`src/rtl/mips_multicycle_control.sv`:
```
// Main control FSM for the multicycle MIPS core: sequences fetch/decode/execute/
// memory/writeback, handshakes with variable-latency memory and halts on faults.
module mips_multicycle_control #(
  parameter int unsigned ALU_CTRL_W   = 4,
  parameter int unsigned WAIT_TIMEOUT = 15,
  parameter bit          SUPPORT_JAL  = 1'b1
) (
  input  logic                  clk,
  input  logic                  rst_n,
  input  logic [5:0]            opcode_i,
  input  logic [5:0]            funct_i,
  input  logic                  zero_i,
  input  logic                  mem_ready_i,
  output logic                  pc_write_o,
  output logic [1:0]            pc_src_o,
  output logic                  iord_o,
  output logic                  mem_req_o,
  output logic                  mem_write_o,
  output logic                  ir_write_o,
  output logic                  reg_write_o,
  output logic [1:0]            reg_dst_o,
  output logic [1:0]            mem_to_reg_o,
  output logic                  alu_src_a_o,
  output logic [1:0]            alu_src_b_o,
  output logic                  imm_zext_o,
  output logic [ALU_CTRL_W-1:0] alu_control_o,
  output logic                  illegal_instr_o,
  output logic                  bus_error_o,
  output logic [3:0]            state_o
);

  localparam int unsigned CNT_W = 8;

  typedef enum logic [3:0] {
    S_FETCH    = 4'd0,
    S_DECODE   = 4'd1,
    S_MEMADR   = 4'd2,
    S_MEMRD    = 4'd3,
    S_MEMWB    = 4'd4,
    S_MEMWR    = 4'd5,
    S_RTYPE_EX = 4'd6,
    S_ALU_WB   = 4'd7,
    S_BRANCH   = 4'd8,
    S_IMM_EX   = 4'd9,
    S_IMM_WB   = 4'd10,
    S_JUMP     = 4'd11,
    S_JAL      = 4'd12,
    S_HALT     = 4'd13
  } state_e;

  localparam logic [3:0] ALU_ADD  = 4'b0000;
  localparam logic [3:0] ALU_SUB  = 4'b0001;
  localparam logic [3:0] ALU_AND  = 4'b0010;
  localparam logic [3:0] ALU_OR   = 4'b0011;
  localparam logic [3:0] ALU_XOR  = 4'b0100;
  localparam logic [3:0] ALU_SLL  = 4'b0101;
  localparam logic [3:0] ALU_SRL  = 4'b0110;
  localparam logic [3:0] ALU_SRA  = 4'b0111;
  localparam logic [3:0] ALU_SLT  = 4'b1000;
  localparam logic [3:0] ALU_SLTU = 4'b1001;
  localparam logic [3:0] ALU_NOR  = 4'b1010;
  localparam logic [3:0] ALU_SLLV = 4'b1011;
  localparam logic [3:0] ALU_SRLV = 4'b1100;
  localparam logic [3:0] ALU_SRAV = 4'b1101;
  localparam logic [3:0] ALU_LUI  = 4'b1110;

  localparam logic [5:0] OP_RTYPE = 6'b000000;
  localparam logic [5:0] OP_J     = 6'b000010;
  localparam logic [5:0] OP_JAL   = 6'b000011;
  localparam logic [5:0] OP_BEQ   = 6'b000100;
  localparam logic [5:0] OP_BNE   = 6'b000101;
  localparam logic [5:0] OP_ADDI  = 6'b001000;
  localparam logic [5:0] OP_ADDIU = 6'b001001;
  localparam logic [5:0] OP_SLTI  = 6'b001010;
  localparam logic [5:0] OP_SLTIU = 6'b001011;
  localparam logic [5:0] OP_ANDI  = 6'b001100;
  localparam logic [5:0] OP_ORI   = 6'b001101;
  localparam logic [5:0] OP_XORI  = 6'b001110;
  localparam logic [5:0] OP_LUI   = 6'b001111;
  localparam logic [5:0] OP_LW    = 6'b100011;
  localparam logic [5:0] OP_SW    = 6'b101011;

  state_e             state_q, state_d;
  logic [CNT_W-1:0]   cnt_q, cnt_d;
  logic               illegal_q, illegal_d;
  logic               bus_err_q, bus_err_d;

  logic [3:0] funct_alu;
  logic       funct_ok;
  logic [3:0] imm_alu;
  logic       imm_zext;
  logic       in_mem_state;
  logic       mem_timeout;

  logic       pc_write_c, iord_c, mem_req_c, mem_write_c, ir_write_c, reg_write_c;
  logic       alu_src_a_c, imm_zext_c;
  logic [1:0] pc_src_c, reg_dst_c, mem_to_reg_c, alu_src_b_c;
  logic [3:0] alu_c;

  // R-type funct to ALU operation
  always_comb begin
    funct_alu = ALU_ADD;
    funct_ok  = 1'b1;
    case (funct_i)
      6'b100000, 6'b100001: funct_alu = ALU_ADD;
      6'b100010, 6'b100011: funct_alu = ALU_SUB;
      6'b100100:            funct_alu = ALU_AND;
      6'b100101:            funct_alu = ALU_OR;
      6'b100110:            funct_alu = ALU_XOR;
      6'b100111:            funct_alu = ALU_NOR;
      6'b101010:            funct_alu = ALU_SLT;
      6'b101011:            funct_alu = ALU_SLTU;
      6'b000000:            funct_alu = ALU_SLL;
      6'b000010:            funct_alu = ALU_SRL;
      6'b000011:            funct_alu = ALU_SRA;
      6'b000100:            funct_alu = ALU_SLLV;
      6'b000110:            funct_alu = ALU_SRLV;
      6'b000111:            funct_alu = ALU_SRAV;
      default:              funct_ok  = 1'b0;
    endcase
  end

  // I-type opcode to ALU operation and immediate extension
  always_comb begin
    imm_alu  = ALU_ADD;
    imm_zext = 1'b0;
    case (opcode_i)
      OP_ANDI:  begin imm_alu = ALU_AND; imm_zext = 1'b1; end
      OP_ORI:   begin imm_alu = ALU_OR;  imm_zext = 1'b1; end
      OP_XORI:  begin imm_alu = ALU_XOR; imm_zext = 1'b1; end
      OP_SLTI:  imm_alu = ALU_SLT;
      OP_SLTIU: imm_alu = ALU_SLTU;
      OP_LUI:   imm_alu = ALU_LUI;
      default:  imm_alu = ALU_ADD;
    endcase
  end

  assign in_mem_state = (state_q == S_FETCH) || (state_q == S_MEMRD) || (state_q == S_MEMWR);
  assign mem_timeout  = in_mem_state && !mem_ready_i && (cnt_q == CNT_W'(WAIT_TIMEOUT));

  always_ff @(posedge clk or negedge rst_n) begin
    if (!rst_n) begin
      state_q   <= S_FETCH;
      cnt_q     <= '0;
      illegal_q <= 1'b0;
      bus_err_q <= 1'b0;
    end else begin
      state_q   <= state_d;
      cnt_q     <= cnt_d;
      illegal_q <= illegal_d;
      bus_err_q <= bus_err_d;
    end
  end

  // Next state and Moore outputs; ready-qualified enables in FETCH, zero-qualified pc_write in BRANCH
  always_comb begin
    state_d      = state_q;
    illegal_d    = illegal_q;
    bus_err_d    = bus_err_q;
    pc_write_c   = 1'b0;
    pc_src_c     = 2'b00;
    iord_c       = 1'b0;
    mem_req_c    = 1'b0;
    mem_write_c  = 1'b0;
    ir_write_c   = 1'b0;
    reg_write_c  = 1'b0;
    reg_dst_c    = 2'b00;
    mem_to_reg_c = 2'b00;
    alu_src_a_c  = 1'b0;
    alu_src_b_c  = 2'b00;
    imm_zext_c   = 1'b0;
    alu_c        = ALU_ADD;
    case (state_q)
      S_FETCH: begin
        mem_req_c   = 1'b1;
        alu_src_b_c = 2'b01;
        if (mem_ready_i) begin
          ir_write_c = 1'b1;
          pc_write_c = 1'b1;
          state_d    = S_DECODE;
        end else if (mem_timeout) begin
          state_d   = S_HALT;
          bus_err_d = 1'b1;
        end
      end
      S_DECODE: begin
        alu_src_b_c = 2'b11;
        case (opcode_i)
          OP_LW, OP_SW:   state_d = S_MEMADR;
          OP_RTYPE:       state_d = S_RTYPE_EX;
          OP_BEQ, OP_BNE: state_d = S_BRANCH;
          OP_ADDI, OP_ADDIU, OP_ANDI, OP_ORI, OP_XORI, OP_SLTI, OP_SLTIU, OP_LUI:
                          state_d = S_IMM_EX;
          OP_J:           state_d = S_JUMP;
          OP_JAL: begin
            if (SUPPORT_JAL) begin
              state_d = S_JAL;
            end else begin
              state_d   = S_HALT;
              illegal_d = 1'b1;
            end
          end
          default: begin
            state_d   = S_HALT;
            illegal_d = 1'b1;
          end
        endcase
      end
      S_MEMADR: begin
        alu_src_a_c = 1'b1;
        alu_src_b_c = 2'b10;
        state_d     = (opcode_i == OP_LW) ? S_MEMRD : S_MEMWR;
      end
      S_MEMRD: begin
        mem_req_c = 1'b1;
        iord_c    = 1'b1;
        if (mem_ready_i) begin
          state_d = S_MEMWB;
        end else if (mem_timeout) begin
          state_d   = S_HALT;
          bus_err_d = 1'b1;
        end
      end
      S_MEMWB: begin
        reg_write_c  = 1'b1;
        mem_to_reg_c = 2'b01;
        state_d      = S_FETCH;
      end
      S_MEMWR: begin
        mem_req_c   = 1'b1;
        mem_write_c = 1'b1;
        iord_c      = 1'b1;
        if (mem_ready_i) begin
          state_d = S_FETCH;
        end else if (mem_timeout) begin
          state_d   = S_HALT;
          bus_err_d = 1'b1;
        end
      end
      S_RTYPE_EX: begin
        alu_src_a_c = 1'b1;
        alu_c       = funct_alu;
        if (funct_ok) begin
          state_d = S_ALU_WB;
        end else begin
          state_d   = S_HALT;
          illegal_d = 1'b1;
        end
      end
      S_ALU_WB: begin
        reg_write_c = 1'b1;
        reg_dst_c   = 2'b01;
        state_d     = S_FETCH;
      end
      S_BRANCH: begin
        alu_src_a_c = 1'b1;
        alu_c       = ALU_SUB;
        pc_src_c    = 2'b01;
        pc_write_c  = zero_i ^ (opcode_i == OP_BNE);
        state_d     = S_FETCH;
      end
      S_IMM_EX: begin
        alu_src_a_c = 1'b1;
        alu_src_b_c = 2'b10;
        imm_zext_c  = imm_zext;
        alu_c       = imm_alu;
        state_d     = S_IMM_WB;
      end
      S_IMM_WB: begin
        reg_write_c = 1'b1;
        state_d     = S_FETCH;
      end
      S_JUMP: begin
        pc_write_c = 1'b1;
        pc_src_c   = 2'b10;
        state_d    = S_FETCH;
      end
      S_JAL: begin
        reg_write_c  = 1'b1;
        reg_dst_c    = 2'b10;
        mem_to_reg_c = 2'b10;
        pc_write_c   = 1'b1;
        pc_src_c     = 2'b10;
        state_d      = S_FETCH;
      end
      S_HALT:  state_d = S_HALT;
      default: state_d = S_FETCH;
    endcase
  end

  // Wait counter: cleared on every state change, counts unanswered memory cycles
  always_comb begin
    cnt_d = cnt_q;
    if (state_d != state_q) begin
      cnt_d = '0;
    end else if (in_mem_state && !mem_ready_i) begin
      cnt_d = cnt_q + CNT_W'(1);
    end
  end

  // Enables drop the instant reset asserts so no partial write can escape
  assign pc_write_o      = pc_write_c  & rst_n;
  assign mem_req_o       = mem_req_c   & rst_n;
  assign mem_write_o     = mem_write_c & rst_n;
  assign ir_write_o      = ir_write_c  & rst_n;
  assign reg_write_o     = reg_write_c & rst_n;
  assign pc_src_o        = pc_src_c;
  assign iord_o          = iord_c;
  assign reg_dst_o       = reg_dst_c;
  assign mem_to_reg_o    = mem_to_reg_c;
  assign alu_src_a_o     = alu_src_a_c;
  assign alu_src_b_o     = alu_src_b_c;
  assign imm_zext_o      = imm_zext_c;
  assign alu_control_o   = ALU_CTRL_W'(alu_c);
  assign illegal_instr_o = illegal_q;
  assign bus_error_o     = bus_err_q;
  assign state_o         = 4'(state_q);

endmodule

```
`config.mk`:
```
export PLATFORM = sky130hd
export DESIGN_NAME = mips_multicycle_control
export DESIGN_NICKNAME = d
export VERILOG_FILES = /design/src/rtl/mips_multicycle_control.sv
export SDC_FILE = /design/constraint.sdc
export NUM_CORES = 1
export LEC_CHECK = 0
export BUFFER_PORTS_ARGS = -buffer_cell sky130_fd_sc_hd__buf_2
export CELL_PAD_IN_SITES_DETAIL_PLACEMENT = 0
export CELL_PAD_IN_SITES_GLOBAL_PLACEMENT = 1
export CORE_MARGIN = 2
export CORE_UTILIZATION = 40
export DETAILED_ROUTE_END_ITERATION = 12
export PLACE_DENSITY_LB_ADDON = 0.1
export SYNTH_ARGS = -nofsm -noshare
export SYNTH_HDL_FRONTEND = slang
export SYNTH_SLANG_ARGS = --single-unit
```
`constraint.sdc`:
```
create_clock -name clk -period 4.34 [get_ports clk]
set_clock_uncertainty 0.15 [all_clocks]
set_input_delay 0.868 -clock clk [delete_from_list [all_inputs] [get_ports clk]]
set_output_delay 0.868 -clock clk [all_outputs]
set_load 0.01 [all_outputs]
```
==> results.tsv, run 1 <==
stage	metric	value	unit
clocking	clockBufferDepth	2	
floorplan	die_h	64.4	um
timing	finalCritPeriodShare	79.8	%
flow_run	maxCapViolations	0	
timing	min_period	3470	ps
timing	final_hold_viol_count	0	
min_path	hold_depth	1	
power_and_ir_drop	cellPowerDensity	520	nW/um^2
critical_path	crit_arrival	2450	ps
yosys	ys_seq_area_share	24.0	%
power_and_ir_drop	seqPwrFrac	28.4	%
global_routing	grt_pass1_wl	6.92	mm
clocking	clkTransAtPathRegs	90	ps
drt	wl_met1	1.86	mm
place	io_buffers	41	
global_routing	grt_pass1_vias	1538	
power_and_ir_drop	switching_share	53.3	%
timing	worstMarginPinSlew	894	ps
power_and_ir_drop	clockPowerShare	10.9	%
clocking	cts_max_level	1	
floorplan	ioPinCount	42	
critical_path	critPathCaptureType	output pin	
power_and_ir_drop	p_leak	0.732	nW
clocking	ctsHoldBuffers	0	
yosys	yosys.area.top_type_share	24.0	%
min_path	hp-class	reg2reg	
yosys	synth_warnings	0	
yosys	synth_area_per_cell	7.30	um^2
timing	maxSlewHeadroom	40.1	%
floorplan	initial_utilization	42.7	%
yosys	postSynthCellCount	200	
yosys	synth_largest_area_cell	dfrtp_1	
yosys	synth_cell_types	50	
clocking	cts_tree	built	
power_and_ir_drop	power.net_switching	0.000470	W
yosys	post-synth-top-count-cell	nor2_1	
yosys	synth_edf_count	0	
critical_path	cp-start-kind	register	
drt	drtIter0Drc	122	
global_routing	grt_max_degree	25	
cells_and_area	final_util	49.7	%
yosys	syn_area	1460	um^2
critical_path	rr_worst_depth	5	
cells_and_area	final_cells	275	
clocking	post_cts_buffers	0	
drt	dr.pass1.iters	4	
floorplan	core	3420	um^2
critical_path	r2r_slack	1280	ps
timing	fin_tns_setup	0	ps
place	globalplace.congestion	0.876	
floorplan	core.rowCount	21	
yosys	synth_common_cells	22 x nor2_1, 14 x dfrtp_1, 13 x a21oi_1, 13 x nand2_1, 13 x nor4_1	
cells_and_area	drive_gt1_share	22.7	%
cells_and_area	final_nets	247	
drt	wl_met2	1.93	mm
clocking	cts.repair.resized	0	
critical_path	worst-path-max-fanout	24	
yosys	netlist_top_cells_area	dfrtp_1 24%, nor2_1 5.7%, nor4_1 5.6%, a21oi_1 4.5%, xnor2_1 4.2%	
yosys	synth_seq_cells	14	
global_routing	antenna_found_initial	0	
critical_path	path_class	reg2out	
global_routing	grt_usage	20.1	%
clocking	cts.sinks	14	
clocking	cts_made_buffers	3	
drt	vias	1653	
place	place_inst	271	
drt	route.met3.wl	163	um
critical_path	reg2reg_from	state_o[2]	
drt	vias_per_cell	6.01	
power_and_ir_drop	power_frac_comb	60.7	%
floorplan	die_area	4150	um^2
yosys	async_flop_share	100	%
clocking	clk_latency	280	ps
timing	setup_viol_count_final	0	
status	status	finished clean	
cells_and_area	n_antenna_cell	0	
floorplan	die_x	64.4	um
timing	slew_violations	0	
place	dp_hpwl	3.07	mm
drt	maxUsedRoutingLayer	met4	
timing	max_freq	289	MHz
drt	ant_nets	0	
min_path	whs_endpoint	bus_error_o	
power_and_ir_drop	p_int	0.000412	W
yosys	syn-num-nets	217	
timing	rsz0062_at_grt	no	
yosys	ys.flop_type	dfrtp_1	
power_and_ir_drop	peakVddDrop	146	uV
drt	route.detailed.drc	0	
cells_and_area	syn2layout_area_growth	16.2	%
min_path	hp-start	bus_error_o	
drt	wl_per_cell	14.5	um
global_routing	grt-ovfl-total	0	
clocking	cts_root_buf	clkbuf_4	
critical_path	rr_endpoint	cnt_q[5]	
critical_path	critPathRequiredTime	3320	ps
drt	routed_wl	3.99	mm
-- registers in the layout (all words and copies together), names as in the netlist --
| name | count |
|---|---|
| bus_error_o | 1 |
| cnt_q | 8 |
| illegal_instr_o | 1 |
| state_o | 4 |
-- routing by layer --
metal | GRT usage (%) | vias up
li1 | - | 809
met1 | 27.3 | 788
met2 | 34.6 | 50
met3 | 1.91 | 6
met4 | 4.79 | 0
met5 | 0 | -
-- area by class of cell --
| cell class | instances | area [um^2] |
|---|---|---|
| clock buffers | 4 | 36.3 |
| inverters | 8 | 30.0 |
| fillers | 379 | 1720 |
| well taps | 46 | 57.6 |
| flip-flops and latches | 14 | 350 |
| multi-input cells | 161 | 1010 |
| repair buffers | 42 | 213 |
-- critical path, stage by stage, from the launching register on --
cell and delay, ps:
dfrtp_1 760, or3b_2 520, nor3_1 210, and3_1 260, nand2_1 110, o32ai_1 130
buf_2 180
-- placed cells by master (no fill, tap or decap), drive strengths merged, types with 3 or more instances in the layout --
cell	Yosys	routed
buf	5	42
nor2	22	22
dfrtp	14	14
a21oi	13	13
nor4	13	13
nand2	13	13
nor3	10	10
inv	8	8
nand3	8	8
o21ai	8	8
xnor2	7	7
nand2b	7	7
a31oi	6	6
a21o	4	4
xor2	4	4
clkbuf	12	4
and3	3	3
or3b	3	3
nor2b	3	3
-- stage by stage --
step                      total power, W  setup WS, ps  cell area [um^2]  hold slack, ps
after floorplan                 0.000630          1260              1460             343
after global placement          0.000781          1170              1660             284
after detailed placement        0.000786          1160              1660             296
after CTS                       0.000883           859              1700             317
after global routing            0.000961           616              1700             344
final                           0.000882           875              1700             311
-- worst max-delay path by stage --
stage	start	to	slack, ps	cells past startpoint
after global routing	state_o[0]	alu_control_o[1]	620	6
after detailed placement	opcode_i[1]	pc_write_o	1160	7
final	state_o[0]	alu_control_o[2]	870	6
after floorplan	opcode_i[1]	pc_write_o	1260	6
after global placement	opcode_i[1]	pc_write_o	1170	7
after CTS	state_o[0]	alu_control_o[1]	860	6
-- cell families (layout without fill, tap and decap cells) --
logic type / after synthesis / in the layout / share of synthesized area (%)
AO/OA/AOI/OAI: 59 / 59 / 29.3
buffers and inverters: 25 / 54 / 6.86
XOR/XNOR: 11 / 11 / 6.60
adder cells (fa/ha/maj): 1 / 1 / 0.857
AND/OR/NAND/NOR: 90 / 90 / 32.4
flip-flops: 14 / 14 / 24.0
-- power by group through the flow --
stage	Combinational, W	Clock (W)	Sequential, W
floorplan	0.000447	0	0.000183
global placement	0.000531	0	0.000250
detailed placement	0.000534	0	0.000252
CTS	0.000536	0.0000972	0.000250
global route	0.000593	0.000104	0.000264
finish	0.000536	0.0000959	0.000250
Power figures use the tool's default switching activity.
==> run 2: changes to the inputs <==
CORE_UTILIZATION = 33   (was 40)
clock period = 2.9 ns   (was 4.34 ns; I/O delays follow)
==> run 2 against run 1 <==
  * Sequential power rose by 17%
  * Combinational power grew 98%
  * Non-clock buffer count is 14 higher
  * Critical path depth unchanged
  * Via count rose by 3.5%
==> results.tsv, run 2 (synthesis results as in run 1) <==
stage	metric	value	unit
flow_run	maxCapViolations	0	
min_path	hp-class	in2async	
critical_path	rr_endpoint	cnt_q[1]	
cells_and_area	largest-register	cnt_q	
cells_and_area	mostFrequentLayoutCells	41 x buf_2, 21 x nor2_1, 15 x buf_4	
critical_path	rr_worst_depth	6	
cells_and_area	final_common_cell	buf_2	
timing	final_hold_viol_count	0	
cells_and_area	drive_gt1_share	29.6	%
global_routing	grt_pass1_vias	1699	
drt	vias_per_cell	5.80	
timing	min_period	2770	ps
timing	slew_violations	0	
timing	maxSlewHeadroom	64.6	%
cells_and_area	largest_register_ffs	8	
floorplan	core	4290	um^2
place	dp_hpwl	3.54	mm
clocking	clkTransAtPathRegs	50	ps
critical_path	cp_cell_sequence	or3b_2 -> nor3_2 -> and3_1 -> nand2_1 -> o32ai_1 -> buf_2	
drt	route.detailed.drc	0	
critical_path	path_buf_inv	1	
timing	worstMarginPinSlew	530	ps
place	globalplace.congestion	0.875	
floorplan	die_x	70.5	um
timing	fin_tns_setup	0	ps
critical_path	critPathRequiredTime	2170	ps
cells_and_area	final_nets	261	
clocking	clockBufferDepth	2	
critical_path	cpPeakStageDelay	530	ps
critical_path	crit_slowest_cell	or3b_2	
clocking	cts_root_buf	clkbuf_8	
cells_and_area	n_antenna_cell	0	
floorplan	core.rowCount	24	
cells_and_area	final_cells	295	
critical_path	crit_family	simple AND/OR/NAND/NOR gates	
critical_path	critPathCaptureType	output pin	
timing	setup_viol_count_final	0	
timing	finalCritPeriodShare	95.6	%
drt	wl_per_cell	16.0	um
timing	max_freq	361	MHz
clocking	ctsHoldBuffers	0	
critical_path	crit_arrival	2040	ps
place	place_inst	288	
floorplan	die_h	70.5	um
drt	routed_wl	4.73	mm
floorplan	initial_utilization	34.0	%
global_routing	grt_max_degree	16	
global_routing	grt_pass1_wl	7.88	mm
status	status	finished clean	
clocking	cts_max_level	1	
clocking	cts_tree	built	
clocking	clk_latency	240	ps
power_and_ir_drop	p_leak	0.809	nW
drt	drtIter0Drc	78	
drt	dr.pass1.iters	4	
global_routing	antenna_found_initial	0	
critical_path	cp-start-kind	register	
place	io_buffers	41	
cells_and_area	final_cell_area	1850	um^2
floorplan	die_area	4970	um^2
critical_path	reg2reg_from	state_o[3]	
clocking	cts_made_buffers	3	
global_routing	grt_usage	19.1	%
power_and_ir_drop	peakVddDrop	379	uV
drt	vias	1711	
floorplan	ioPinCount	42	
timing	rsz0062_at_grt	no	
drt	ant_nets	0	
cells_and_area	syn2layout_area_growth	26.6	%
global_routing	grt-ovfl-total	0	
power_and_ir_drop	cellPowerDensity	828	nW/um^2
critical_path	worst-path-max-fanout	7	
place	place_area	1750	um^2
critical_path	r2r_slack	260	ps
critical_path	path_class	reg2out	
clocking	cts.sinks	14	
cells_and_area	final_util	43.1	%
## run 2: stage by stage
step | hold WS [ps] | setup WS (ps) | total power [W]
after floorplan | 134 | 296 | 0.000943
after global placement | 287 | 171 | 0.00128
after detailed placement | 302 | 120 | 0.00130
after CTS | 142 | 0.725 | 0.00149
after global routing | 154 | 20.0 | 0.00165
final | 139 | 128 | 0.00153
## run 2: metal layers
layer  vias to the layer above  routed length, um  GRT usage (%)
li1                        833                  -              -
met1                       833               2150           25.8
met2                        39               2340           31.7
met3                         6                197           2.16
met4                         0                 48           6.41
met5                         -                  0              0
## run 2: how the worst max path moves through the flow
stage	from	end	slack [ps]	depth (start not counted)
final	state_o[2]	alu_control_o[2]	130	6
after global routing	state_o[2]	alu_control_o[1]	20	6
after CTS	state_o[1]	alu_control_o[1]	0.7	5
after detailed placement	mem_ready_i	cnt_q[6]	120	6
after global placement	mem_ready_i	cnt_q[1]	170	6
after floorplan	mem_ready_i	cnt_q[1]	300	7
## run 2: layout make-up
cell class	count	area [um^2]
Fill cell	457	2440
Multi-Input combinational cell	161	1030
Sequential cell	14	353
Timing Repair Buffer	56	318
Tap cell	52	65.1
Clock buffer	4	55.1
Inverter	8	30.0
## run 2: power by group
part | internal [W] | switching (W)
sequential | 0.000230 | 0.0000615
combinational | 0.000411 | 0.000645
clock | 0.000120 | 0.0000635
total | 0.000761 | 0.000770
## run 2: what timing repair did
action,in CTS,in global routing
buffers inserted,0,3
resized for setup,0,6
endpoints found under the setup margin,0,11
## run 2: worst reg2reg max path, stage by stage, from the launching register on
cell and delay (ps):
dfrtp_1 440, buf_4 200, nand2b_1 190, nor3_1 330, a31oi_1 170, or4_1 690
a2111oi_4 370
